--- src/rtl/cnt_seq_ctrl.sv ---
// Sequencing controller for an N-bit up/down counter: one-shot, auto-reload and ping-pong runs.
// Optional step prescaler enabled by defining PRESCALE_EN (adds PRE_W parameter and prescale port).
module cnt_seq_ctrl #(
  parameter int unsigned N = 8
`ifdef PRESCALE_EN
  , parameter int unsigned PRE_W = 4
`endif
) (
  input  logic             clk,
  input  logic             rstn,
  input  logic             start,
  input  logic             stop,
  input  logic [1:0]       mode,
  input  logic [N-1:0]     limit,
`ifdef PRESCALE_EN
  input  logic [PRE_W-1:0] prescale,
`endif
  output logic [N-1:0]     count,
  output logic             dir,
  output logic             busy,
  output logic             done,
  output logic             tc_pulse
);

  typedef enum logic [1:0] {IDLE, RUN_UP, RUN_DOWN, DONE} state_t;

  localparam logic [1:0] MODE_RELOAD = 2'd1;
  localparam logic [1:0] MODE_PING   = 2'd2;

  state_t         r_state, w_state_nxt;
  logic [N-1:0]   r_count, w_count_nxt;
  logic [N-1:0]   r_limit, w_limit_nxt;
  logic [1:0]     r_mode, w_mode_nxt;
  logic           r_dir, w_dir_nxt;
  logic           r_busy, r_done, r_tc, w_tc_nxt;
  logic           w_step;
  logic           w_load;
  logic           w_clr_pre;

  // State and datapath registers
  always_ff @(posedge clk) begin
    if (!rstn) begin
      r_state <= IDLE;
      r_count <= '0;
      r_limit <= '0;
      r_mode  <= '0;
      r_dir   <= 1'b0;
      r_busy  <= 1'b0;
      r_done  <= 1'b0;
      r_tc    <= 1'b0;
    end else begin
      r_state <= w_state_nxt;
      r_count <= w_count_nxt;
      r_limit <= w_limit_nxt;
      r_mode  <= w_mode_nxt;
      r_dir   <= w_dir_nxt;
      r_busy  <= (w_state_nxt == RUN_UP) || (w_state_nxt == RUN_DOWN);
      r_done  <= (w_state_nxt == DONE);
      r_tc    <= w_tc_nxt;
    end
  end

  // Next-state and datapath update; stop outranks start and terminal events
  always_comb begin
    w_state_nxt = r_state;
    w_count_nxt = r_count;
    w_limit_nxt = r_limit;
    w_mode_nxt  = r_mode;
    w_dir_nxt   = r_dir;
    w_tc_nxt    = 1'b0;
    w_load      = 1'b0;
    w_clr_pre   = 1'b0;
    case (r_state)
      IDLE, DONE: begin
        if (stop) begin
          w_state_nxt = IDLE;
          w_clr_pre   = 1'b1;
        end else if (start) begin
          w_mode_nxt  = mode;
          w_limit_nxt = limit;
          w_count_nxt = '0;
          w_dir_nxt   = 1'b0;
          w_state_nxt = RUN_UP;
          w_load      = 1'b1;
          w_clr_pre   = 1'b1;
        end
      end
      RUN_UP: begin
        if (stop) begin
          w_state_nxt = IDLE;
          w_clr_pre   = 1'b1;
        end else if (w_step) begin
          if (r_count == r_limit) begin
            w_tc_nxt = 1'b1;
            case (r_mode)
              MODE_RELOAD: w_count_nxt = '0;
              MODE_PING: begin
                // a zero limit has nowhere to turn, so it parks at zero
                if (r_limit != '0) begin
                  w_count_nxt = r_limit - N'(1);
                  w_dir_nxt   = 1'b1;
                  w_state_nxt = RUN_DOWN;
                end
              end
              default: w_state_nxt = DONE;
            endcase
          end else begin
            w_count_nxt = r_count + N'(1);
          end
        end
      end
      RUN_DOWN: begin
        if (stop) begin
          w_state_nxt = IDLE;
          w_clr_pre   = 1'b1;
        end else if (w_step) begin
          if (r_count == '0) begin
            w_tc_nxt    = 1'b1;
            w_count_nxt = N'(1);
            w_dir_nxt   = 1'b0;
            w_state_nxt = RUN_UP;
          end else begin
            w_count_nxt = r_count - N'(1);
          end
        end
      end
      default: w_state_nxt = IDLE;
    endcase
  end

`ifdef PRESCALE_EN
  logic [PRE_W-1:0] r_pre;
  logic [PRE_W-1:0] r_pre_lat;

  assign w_step = (r_pre == r_pre_lat);

  // Step divider: one step every r_pre_lat+1 cycles while running
  always_ff @(posedge clk) begin
    if (!rstn) begin
      r_pre     <= '0;
      r_pre_lat <= '0;
    end else begin
      if (w_load) r_pre_lat <= prescale;
      if (w_clr_pre) r_pre <= '0;
      else if ((r_state == RUN_UP) || (r_state == RUN_DOWN))
        r_pre <= w_step ? '0 : r_pre + PRE_W'(1);
    end
  end
`else
  logic w_unused_pre;
  assign w_unused_pre = w_load ^ w_clr_pre;
  assign w_step       = 1'b1;
`endif

  assign count    = r_count;
  assign dir      = r_dir;
  assign busy     = r_busy;
  assign done     = r_done;
  assign tc_pulse = r_tc;

endmodule

--- config.mk ---
export PLATFORM = sky130hd
export DESIGN_NAME = cnt_seq_ctrl
export DESIGN_NICKNAME = d
export VERILOG_FILES = /design/src/rtl/cnt_seq_ctrl.sv
export SDC_FILE = /design/constraint.sdc
export NUM_CORES = 1
export LEC_CHECK = 0
export ABC_AREA = 1
export BUFFER_PORTS_ARGS = -buffer_cell sky130_fd_sc_hd__buf_2
export CAP_MARGIN = 15
export CORE_ASPECT_RATIO = 0.7
export CORE_MARGIN = 2
export CORE_UTILIZATION = 40
export DETAILED_ROUTE_END_ITERATION = 7
export PLACE_DENSITY_LB_ADDON = 0.25
export SYNTH_ARGS = -nofsm -noshare
export SYNTH_HDL_FRONTEND = slang
export SYNTH_SLANG_ARGS = --single-unit
--- constraint.sdc ---
create_clock -name clk -period 2.7 [get_ports clk]
set_clock_uncertainty 0.15 [all_clocks]
set_input_delay 0.27 -clock clk [delete_from_list [all_inputs] [get_ports clk]]
set_output_delay 0.27 -clock clk [all_outputs]
set_load 0.02 [all_outputs]
Yosys cells after proc, flatten, opt, wreduce, memory -nomap -nowiden:

Index checks and enable logic that the tools add are counted.

* div/mod/pow operators: 0
* bitwise gates (word level): 1
* multipliers: 0
* multiplexer cells: 32
* $lt $le $gt $ge: 0
* reductions and logical operators: 8
* shifts and indexed selects: 0
* eq/ne operators: 19
* $add $sub $neg: 3

Operators by type and width (number)
* 2-to-1 mux 8 bit: 7
* one-hot mux 8 bit (3 select lines): 1
* one-hot mux 8 bit (2 select lines): 1
* subtractor 8 x 1 -> 8 bit (second input constant): 2
* 2-to-1 mux 2 bit: 7
* inequality test 2 bit (second input constant): 7
* 2-to-1 mux 1 bit: 12
* == test 2 bit (second input constant): 5
* adder 8 x 1 -> 8 bit (second input constant): 1
* == test 8 bit: 1
* logical NOT 8 bit: 1
* AND reduction 8 bit: 1
* nonzero test 8 bit: 1
* == test 2 x 1 -> 1 bit (second input constant): 3
* one-hot mux 2 bit (3 select lines): 1
* AND reduction 6 bit: 1
* inequality test 4 x 2 -> 1 bit (second input constant): 1
* inequality test 4 bit (second input constant): 1
* one-hot mux 2 bit (2 select lines): 1
* one-hot mux 1 bit (3 select lines): 1
* AND reduction 3 bit: 1
* logical NOT 2 bit: 1
* inequality test 2 x 1 -> 1 bit (second input constant): 1
* one-hot mux 1 bit (2 select lines): 1
* other kinds (3): 3

* ROM bits: 0
* memories: 0
* input port bits: 14
* memory bits (writable): 0
* latch bits: 0
* word-level logic and storage cells: 71
* output and inout port bits: 12
* register bits after elaboration: 24

Logic depth before layout (Yosys ltp):

Gate-level depths: netlist of run 1.

* word-level depth: 8
* gate-level depth with buffers: 17
* depth with buffers taken out: 16

Worst setup path before layout of run 1:

Ideal clock, no wire load.

* kind: register to register
* from: reg r_count[0] (netlist: count[0])
* to: reg r_busy (netlist: busy)
* data required time: 2.441 ns
* buffers on the path: 0
* cell stages (with the launch flop): 15
* period minus slack after synthesis: 2.029 ns
* setup time: 0.109 ns
* arrival: 1.770 ns
* setup slack: 0.671 ns
* cells stage by stage: dfxtp_1 > inv_2 > ha_1 > inv_1 > nor2_1 > nand4_1 > nand2_1 > inv_1 > nand3_1 > nand2_1 > nand2_1 > nand2_1 > ha_1 > nand2_1 > inv_1

* cells in the longest elaborated chain, start to end: 6
* elaborated cells between the ends (all ways): 10
* those cells by class: eq/ne (3); mux (5); reduce/logical (2)

Ends and longest elaborated chain
* start, declared: RTL line 31 `logic [N-1:0] r_count, w_count_nxt;`
* start signal, assigned: RTL line 53 `r_count <= w_count_nxt;`
* == test 8 bit or logical NOT 8 bit (tied branches): RTL line 93, 117
* 2-to-1 mux 2 bit, on equally long branches: RTL line 93, 117
* 2-to-1 mux 2 bit, on equally long branches: RTL line 89, 113
* one-hot mux 2 bit (3 select lines) *: RTL line 73 `case (r_state)`
* via w_state_nxt[1]: RTL line 30 `state_t r_state, w_state_nxt;`
* == test 2 x 1 -> 1 bit or == test 2 bit (tied branches): RTL line 57 `r_busy <= (w_state_nxt == RUN_UP) || (w_state_nxt == RUN_DOWN);`
* logical OR 1 bit *: RTL line 57
* end signal, assigned: RTL line 57
* end, declared: RTL line 35 `logic r_busy, r_done, r_tc, w_tc_nxt;`

Mark *: on every way through the listed nets, which the timed path passes. The rest lies on a longest branch.
A chain may end at the register's enable or synchronous reset.

Worst setup path in the final report of run 1:

Same ends and word-level chain as after synthesis.

==> results of run 1 <==
## Yosys cell counts
| library cell | number | area share |
|---|---|---|
| nand2_1 | 95 | 0.18 |
| inv_1 | 33 | 0.062 |
| nand3_1 | 30 | 0.076 |
| a21oi_1 | 27 | 0.068 |
| dfxtp_1 | 24 | 0.24 |
| nor2_1 | 24 | 0.045 |
| o21ai_0 | 16 | 0.040 |
| ha_1 | 10 | 0.063 |
| xor2_1 | 9 | 0.040 |
| inv_2 | 8 | 0.015 |
| nor2_4 | 5 | 0.028 |
| nand2_2 | 4 | 0.013 |
| nand4_1 | 4 | 0.013 |
| buf_6 | 3 | 0.017 |
| clkbuf_1 | 3 | 0.0057 |
| nor2_2 | 3 | 0.0095 |
| nor3_1 | 3 | 0.0076 |
| inv_4 | 2 | 0.0063 |
| nand2_4 | 2 | 0.011 |
| or2_2 | 2 | 0.0063 |
| a21oi_4 | 1 | 0.0082 |
| a31oi_1 | 1 | 0.0032 |
| buf_4 | 1 | 0.0038 |
| clkinv_1 | 1 | 0.0019 |
| clkinv_2 | 1 | 0.0025 |
| nand2_8 | 1 | 0.010 |
| nor2_8 | 1 | 0.010 |
| nor4_1 | 1 | 0.0032 |
| o211ai_1 | 1 | 0.0038 |
| xnor2_1 | 1 | 0.0044 |
## final timing paths
| kind | start | endpoint | slack, ns | cells past startpoint |
|---|---|---|---|---|
| worst max-delay path | count[0]$_SDFFE_PN0P_ | busy$_SDFF_PN0_ | 0.45 | 14 |
| worst min-delay path | limit[1] | r_limit[1]$_SDFFE_PN0P_ | 0.11 | 3 |
| worst max register to register | count[0]$_SDFFE_PN0P_ | busy$_SDFF_PN0_ | 0.45 | 14 |
| worst min register to register | dir$_SDFFE_PN0P_ | dir$_SDFFE_PN0P_ | 0.34 | 2 |
## layer usage
layer | global-route usage | vias up | part of all wire
met1 | 0.318 | 834 | 0.54
met3 | 0.0410 | 4 | 0.094
met4 | 0.0530 | 0 | 0.0088
met2 | 0.243 | 92 | 0.35
met5 | 0 | - | 0
li1 | - | 1056 | -
## registers in the layout, summed over array words and instances (netlist names)
signal    cells
busy          1
count         8
dir           1
done          1
r_limit       8
r_mode        2
r_state       2
tc_pulse      1
## worst max-delay path: stages, from the launching register on
cell and delay, ns:
dfxtp_1 0.48, inv_2 0.13, ha_1 0.23, inv_1 0.08, nor2_1 0.04, nand4_1 0.10
nand2_1 0.12, inv_1 0.22, nand3_1 0.10, nand2_1 0.08, nand2_1 0.06, nand2_1 0.06
ha_1 0.22, nand2_1 0.06, inv_1 0.03
## power breakdown
part | switching (mW) | leakage (nW) | total (mW) | internal [mW]
Sequential | 0.0114 | 0.196 | 0.379 | 0.367
Clock | 0.130 | 0.0357 | 0.328 | 0.199
Combinational | 0.138 | 0.921 | 0.210 | 0.0716
## stage by stage
step / cell area (um2) / power, mW / setup slack, ns / cells / hold WS [ns]
6_report: 2240 / 0.917 / 0.451 / 412 / 0.108
4_1_cts: 2240 / 0.928 / 0.478 / 412 / 0.106
2_1_floorplan: 1980 / 0.545 / 0.671 / 317 / 0.258
3_5_place_dp: 2170 / 0.594 / 0.520 / 408 / 0.320
5_1_grt: 2240 / 0.967 / 0.294 / 412 / 0.116
3_3_place_gp: 2170 / 0.593 / 0.489 / 408 / 0.313
## layout make-up
type	count	area [um2]	area share
Timing Repair Buffer	29	155	0.0691
Clock buffer	3	41.3	0.0184
Multi-Input combinational cell	241	1280	0.569
Sequential cell	24	480	0.214
Inverter	45	175	0.0780
Tap cell	69	86.3	0.0385
Clock inverter	1	30.0	0.0134
## cell families (layout without fill, tap and decap cells)
group                      count (synthesis)  in the layout
adders and majority gates                 10             10
DFF                                       24             24
buffers and inverters                     52             78
xor gates and xnor gates                  10             10
and+or+nand+nor                          175            175
AOI/OAI and AO/OA                         46             46
==> summary.txt, run 1 <==
Status
  – Status: completed

Global route
  – Total Routing Usage GR: 0.194
  – Initial antenna violation count: 0
  – Number of global-route vias before repair: 1669
  – Remaining Overflow, GRT: 0
  – Largest net degree at the start of global routing: 21
  – First-pass GRT wire length: 8.34 mm

Worst setup path
  – Crit path required time: 2.74 ns
  – CP max FO: 7
  – Setup crit end kind: flip-flop
  – Critical path startpoint category: flip-flop
  – WS Path Type: flip-flop to flip-flop
  – WP data arrival: 2.29 ns

Clock network
  – Hold-fix buffers, CTS: 0
  – Root Buffer: clkbuf_8
  – # Post-CTS Setup Buffers: 0
  – CTS max path bufs: 2
  – Post-CTS resize count: 0
  – Num CTS Buffers: 3
  – Worst-skew pair later-pin latency: 0.28 ns
  – Worst-path clk slew: 0.09 ns
  – CTS tree: yes
  – Clock sink count: 24
  – H-tree levels: 1

Yosys
  – Seq cells post-synth: 24
  – Compound-Gate Fraction of Synth Area: 0.124
  – Synthesized area per cell: 6.26 um2
  – Syn_nets: 341
  – Mux contribution to synthesized area: 0
  – Simple-gate share of the synthesized area: 0.412
  – Synth Instances: 317
  – Largest family of logic cells by synthesized area: simple AND/OR/NAND/NOR gates
  – Synth warnings: 0
  – XOR/XNOR share of the synthesized area: 0.0441
  – Sequential-to-total area share from yosys stat: 0.242
  – Post-Synth Adder-Cell Area: 0.0631
  – Post-Syn Area: 1980 um2
  – Netlist cell types: 30

Die
  – Initial Utilization: 0.415
  – Io pins: 26
  – Total die area: 5550 um2
  – Die H: 62.9 um
  – Area of the core: 4780 um2
  – # rows: 21
  – Chip Width: 88.2 um

Routing
  – Vias per inst: 4.82
  – DR pass1 iterations: 4
  – Via count: 1986
  – Drt drc: 0
  – DRT iter0 DRCs: 185
  – WL/cell: 12.5 um
  – Antenna viol nets, final: 0
  – Final WL: 5.14 mm

Layout
  – Number of fill cells in the layout: 516
  – Layout Utilization: 0.469
  – Layout cell share with drive strength beyond 1: 0.184
  – N_diodes: 0
  – Layout area overhead: 13.1%
  – Final Net Count: 368
  – Commonest non-fill, non-tap cells in the layout: 95 x nand2_1, 33 x inv_1, 30 x nand3_1
  – Most common cell after layout, fill and taps aside: nand2_1

Pwr
  – Worst IR drop on VDD: 254 uV
  – Leak: 1.15 nW
  – Power Dens Cells: 408 nW/um2

Timing
  – Min Tclk post-route: 2.25 ns
  – Final hold vios: 0
  – Max-slew violations: 0
  – Setup_tns: 0 ns
  – FMAX: 445 MHz
  – Worst slew pin tran: 0.387 ns
  – Tcrit/Tclk final: 0.833
  – Final setup viols: 0
  – Slew headroom: 0.741
  – RSZ-0062 raised after global routing: false

Place
  – Gpl congestion: 0.930
  – Post-DP HPWL: 4.10 mm
  – # port buffers: 25

Worst hold path
  – HP Class: input port to flip-flop

Run
  – Maximum Capacitance Violations: 0
Power figures use the tool's default switching activity.
==> run 2: changes to the inputs <==
clock period = 2.4 ns   (was 2.7 ns; I/O delays follow)
==> summary.txt, run 2 (same netlist as run 1, synthesis figures left out) <==
Routing
  – Vias per inst: 5.00
  – DR pass1 iterations: 5
  – Final WL: 5.31 mm
  – Antenna viol nets, final: 0
  – Via count: 2076
  – WL/cell: 12.8 um
  – Drt drc: 0
  – DRT iter0 DRCs: 216

Global route
  – Largest net degree at the start of global routing: 21
  – First-pass GRT wire length: 8.82 mm
  – Remaining Overflow, GRT: 0
  – Initial antenna violation count: 0
  – Number of global-route vias before repair: 1765
  – Total Routing Usage GR: 0.203

Layout
  – Cell Count, Final, Fillers Out: 415
  – Layout cell share with drive strength beyond 1: 0.191
  – Layout area overhead: 13.4%
  – Final Net Count: 371
  – N_diodes: 0
  – Commonest non-fill, non-tap cells in the layout: 95 x nand2_1, 33 x inv_1, 30 x nand3_1
  – Most common cell after layout, fill and taps aside: nand2_1

Clock network
  – CTS tree: yes
  – Num CTS Buffers: 3
  – H-tree levels: 1
  – # Post-CTS Setup Buffers: 0
  – Post-CTS resize count: 0
  – Clock sink count: 24
  – Hold-fix buffers, CTS: 0
  – Root Buffer: clkbuf_8
  – Worst-skew pair later-pin latency: 0.27 ns
  – Worst-path clk slew: 0.09 ns
  – CTS max path bufs: 2

Worst hold path
  – Worst Hold Depth: 3
  – Hold Path Origin: limit[6]
  – HP Class: input port to flip-flop
  – Hold EP: r_limit[6]$_SDFFE_PN0P_

Die
  – Area of the core: 4780 um2
  – Initial Utilization: 0.415
  – Die H: 62.9 um
  – Io pins: 26
  – # rows: 21
  – Chip Width: 88.2 um
  – Total die area: 5550 um2

Timing
  – Worst slew pin tran: 0.371 ns
  – Max-slew violations: 0
  – Tcrit/Tclk final: 0.914
  – Setup_tns: 0 ns
  – Final setup viols: 0
  – FMAX: 456 MHz
  – Final hold vios: 0
  – Fin Hold WS: 0.0824 ns
  – Min Tclk post-route: 2.19 ns
  – Slew headroom: 0.753
  – RSZ-0062 raised after global routing: false

Worst setup path
  – Critical Path Start: count[1]$_SDFFE_PN0P_
  – R2R cell count: 14
  – Critical path startpoint category: flip-flop
  – R2R Setup Slk: 0.21 ns
  – RR Endpoint: busy$_SDFF_PN0_
  – Crit Reg-Reg Startpoint: count[1]$_SDFFE_PN0P_
  – CP max FO: 7
  – WS Path Type: flip-flop to flip-flop
  – Crit path required time: 2.43 ns
  – Setup crit end kind: flip-flop
  – WP data arrival: 2.23 ns

Place
  – # port buffers: 25
  – Post-DP HPWL: 4.29 mm
  – Gpl congestion: 0.874
  – DP Cell Count: 411

Status
  – Status: completed

Pwr
  – Leak: 1.16 nW
  – Power Dens Cells: 421 nW/um2
  – Worst IR drop on VDD: 220 uV

Run
  – Maximum Capacitance Violations: 0
run 2: cell count changes in the layout (fill, tap and decap cells not counted):
cell,before,now
clkbuf_8,3,4
bufinv_16,1,0
buf_4,4,7
run 2: power by group:
group / internal, mW / switching [mW] / total, mW
combinational: 0.0811 / 0.157 / 0.238
sequential: 0.413 / 0.0119 / 0.425
clock: 0.147 / 0.137 / 0.284
total: 0.641 / 0.306 / 0.948
run 2: cell type report:
type	count	area, um2
clock buffer	4	55.1
timing repair buffer	32	178
multi-input combinational	241	1280
tap	69	86.3
sequential	24	480
inverter	45	175
fill	515	2530
run 2: worst max-delay path, cell delays in order (launching register included):
cell and delay, ns:
dfxtp_1 0.50, inv_1 0.14, nand2_1 0.10, nand4_1 0.14, nor2_4 0.13, nand2_4 0.11
nor2_1 0.10, nand2_1 0.07, nand2_1 0.08, nand2_1 0.05, nand2_1 0.08, nand2_1 0.07
ha_1 0.28, nand2_1 0.07, inv_1 0.04
run 2: worst max-delay path by stage:
stage,endpoint,cells after the start
after floorplan,busy$_SDFF_PN0_,14
after global placement,busy$_SDFF_PN0_,14
after detailed placement,busy$_SDFF_PN0_,14
after CTS,busy$_SDFF_PN0_,14
after global routing,busy$_SDFF_PN0_,14
final,busy$_SDFF_PN0_,14
run 2: layer usage:
metal	track usage	routed length, um	up-vias
li1	-	-	1066
met1	0.338	2720	895
met4	0.0341	51	0
met5	0	0	-
met2	0.258	1980	108
met3	0.0462	546	7
run 2: per-stage QoR:
stage	total power [mW]	utilization	setup slack, ns	area, um2
finish	0.948	0.471	0.207	2250
global route	1.01	0.471	0.0305	2250
CTS	0.952	0.471	0.238	2250
detailed placement	0.671	0.459	0.249	2200
global placement	0.670	0.459	0.260	2200
floorplan	0.613	-	0.371	1980
==> run 3: changes to the inputs <==
CORE_UTILIZATION = 54   (was 40)
==> summary.txt, run 3 (same netlist as run 1, synthesis figures left out) <==
Worst setup path
  – Worst path bufs/invs: 4
  – Worst-path cell chain: inv_2, ha_1, inv_1, nor2_1, nand4_1, nand2_1, inv_1, nand3_1, nand2_1, nand2_1, nand2_1, ha_1, nand2_1, inv_1
  – CP delay by family, top: simple AND/OR/NAND/NOR gates
  – CP max FO: 7
  – R2R cell count: 14
  – WS Path Type: flip-flop to flip-flop
  – Most frequent CP cell: nand2_1
  – R2R Setup Slk: 0.25 ns
  – WP data arrival: 2.16 ns
  – WP depth: 14
  – Crit path required time: 2.42 ns
  – Critical path startpoint category: flip-flop
  – Crit Reg-Reg Startpoint: count[0]$_SDFFE_PN0P_
  – Setup crit end kind: flip-flop
  – CP peak stage delay: 0.37 ns
  – RR Endpoint: busy$_SDFF_PN0_
  – Slowest-stage cell, CP: dfxtp_2

Die
  – Chip Width: 76.5 um
  – # rows: 18
  – Total die area: 4180 um2
  – Initial Utilization: 0.565
  – Area of the core: 3510 um2
  – Die H: 54.7 um
  – Io pins: 26

Timing
  – RSZ-0062 raised after global routing: false
  – Worst setup margin: 0.254 ns
  – Slew headroom: 0.597
  – Tcrit/Tclk final: 0.894
  – Min Tclk post-route: 2.15 ns
  – Worst slew pin tran: 0.603 ns
  – Max-slew violations: 0
  – Setup_tns: 0 ns
  – Final hold vios: 0
  – FMAX: 466 MHz
  – Final setup viols: 0

Layout
  – Layout Utilization: 0.626
  – Commonest non-fill, non-tap cells in the layout: 95 x nand2_1, 33 x inv_1, 30 x nand3_1
  – Layout cell share with drive strength beyond 1: 0.190
  – Final Net Count: 369
  – N_diodes: 0
  – Most common cell after layout, fill and taps aside: nand2_1
  – Number of fill cells in the layout: 360
  – Layout area overhead: 10.9%

Clock network
  – Worst-path clk slew: 0.08 ns
  – Num CTS Buffers: 3
  – H-tree levels: 1
  – CTS tree: yes
  – # Post-CTS Setup Buffers: 0
  – Hold-fix buffers, CTS: 0
  – Worst-skew pair later-pin latency: 0.26 ns
  – Clock sink count: 24
  – Root Buffer: clkbuf_8
  – CTS max path bufs: 2
  – Post-CTS resize count: 0

Global route
  – Total Routing Usage GR: 0.251
  – Remaining Overflow, GRT: 0
  – Number of global-route vias before repair: 1688
  – Largest net degree at the start of global routing: 21
  – First-pass GRT wire length: 8.09 mm
  – Initial antenna violation count: 0

Routing
  – DR pass1 iterations: 5
  – Antenna viol nets, final: 0
  – Final WL: 5.01 mm
  – DRT iter0 DRCs: 215
  – Vias per inst: 5.17
  – WL/cell: 12.7 um
  – Drt drc: 0
  – Via count: 2032

Status
  – Status: completed

Pwr
  – Sw frac: 0.321
  – Comb pwr share: 0.263
  – Power Dens Cells: 404 nW/um2
  – Seq pwr share: 0.477
  – Clk pwr share: 0.260
  – Worst IR drop on VDD: 422 uV
  – Switch Pwr: 0.286 mW
  – Cell internal pwr: 0.604 mW
  – Leak: 1.15 nW

Worst hold path
  – HP Class: input port to flip-flop
  – Worst Hold Depth: 3
  – Hold Path Origin: limit[5]
  – Hold EP: r_limit[5]$_SDFFE_PN0P_

Place
  – Gpl congestion: 0.925
  – Pre-CTS setup slack: 0.211 ns
  – Post-DP HPWL: 4.07 mm
  – # port buffers: 25

Run
  – Maximum Capacitance Violations: 0
-- run 3: cell count changes in the layout (fill, tap and decap cells not counted) --
cell | previous run | this run
dfxtp_2 | 0 | 2
clkbuf_8 | 4 | 3
dfxtp_1 | 24 | 22
buf_4 | 7 | 5
-- run 3: worst max-delay path by stage --
stage,end,start
after global placement,busy$_SDFF_PN0_,count[0]$_SDFFE_PN0P_
after detailed placement,busy$_SDFF_PN0_,count[3]$_SDFFE_PN0P_
after CTS,busy$_SDFF_PN0_,count[3]$_SDFFE_PN0P_
final,busy$_SDFF_PN0_,count[0]$_SDFFE_PN0P_
after floorplan,busy$_SDFF_PN0_,count[0]$_SDFFE_PN0P_
after global routing,r_limit[6]$_SDFFE_PN0P_,r_state[0]$_SDFF_PN0_
-- run 3: layer usage --
layer | GRT usage | vias up | part of all wire
met5 | 0 | - | 0
met4 | 0.0182 | 0 | 0.0032
met3 | 0.0644 | 2 | 0.090
met2 | 0.383 | 82 | 0.39
met1 | 0.371 | 891 | 0.52
li1 | - | 1057 | -
-- run 3: per-stage QoR --
| stage | power [mW] | cell area [um2] | cells | hold WS (ns) |
|---|---|---|---|---|
| after floorplan | 0.613 | 1980 | 317 | 0.228 |
| after global placement | 0.662 | 2160 | 390 | 0.303 |
| after detailed placement | 0.664 | 2160 | 390 | 0.311 |
| after CTS | 0.896 | 2200 | 393 | 0.0979 |
| after global routing | 0.951 | 2200 | 393 | 0.121 |
| final | 0.890 | 2200 | 393 | 0.102 |
-- run 3: area by class of cell --
| class | instances | area [um2] | share of cell area |
|---|---|---|---|
| inverter | 45 | 175 | 0.0796 |
| multi-input combinational | 241 | 1280 | 0.580 |
| clock buffer | 3 | 41.3 | 0.0188 |
| tap | 50 | 62.6 | 0.0284 |
| sequential | 24 | 483 | 0.219 |
| timing repair buffer | 30 | 163 | 0.0739 |
-- run 3: power groups by stage --
stage	logic [mW]	registers [mW]	clock network, mW
CTS	0.231	0.425	0.241
global route	0.265	0.428	0.258
global placement	0.228	0.434	0
finish	0.234	0.425	0.231
floorplan	0.178	0.435	0
detailed placement	0.230	0.434	0
-- run 3: tightest hold or removal path: stages --
cell and delay, ns:
buf_2 0.07, o21ai_0 0.07, a21oi_1 0.10
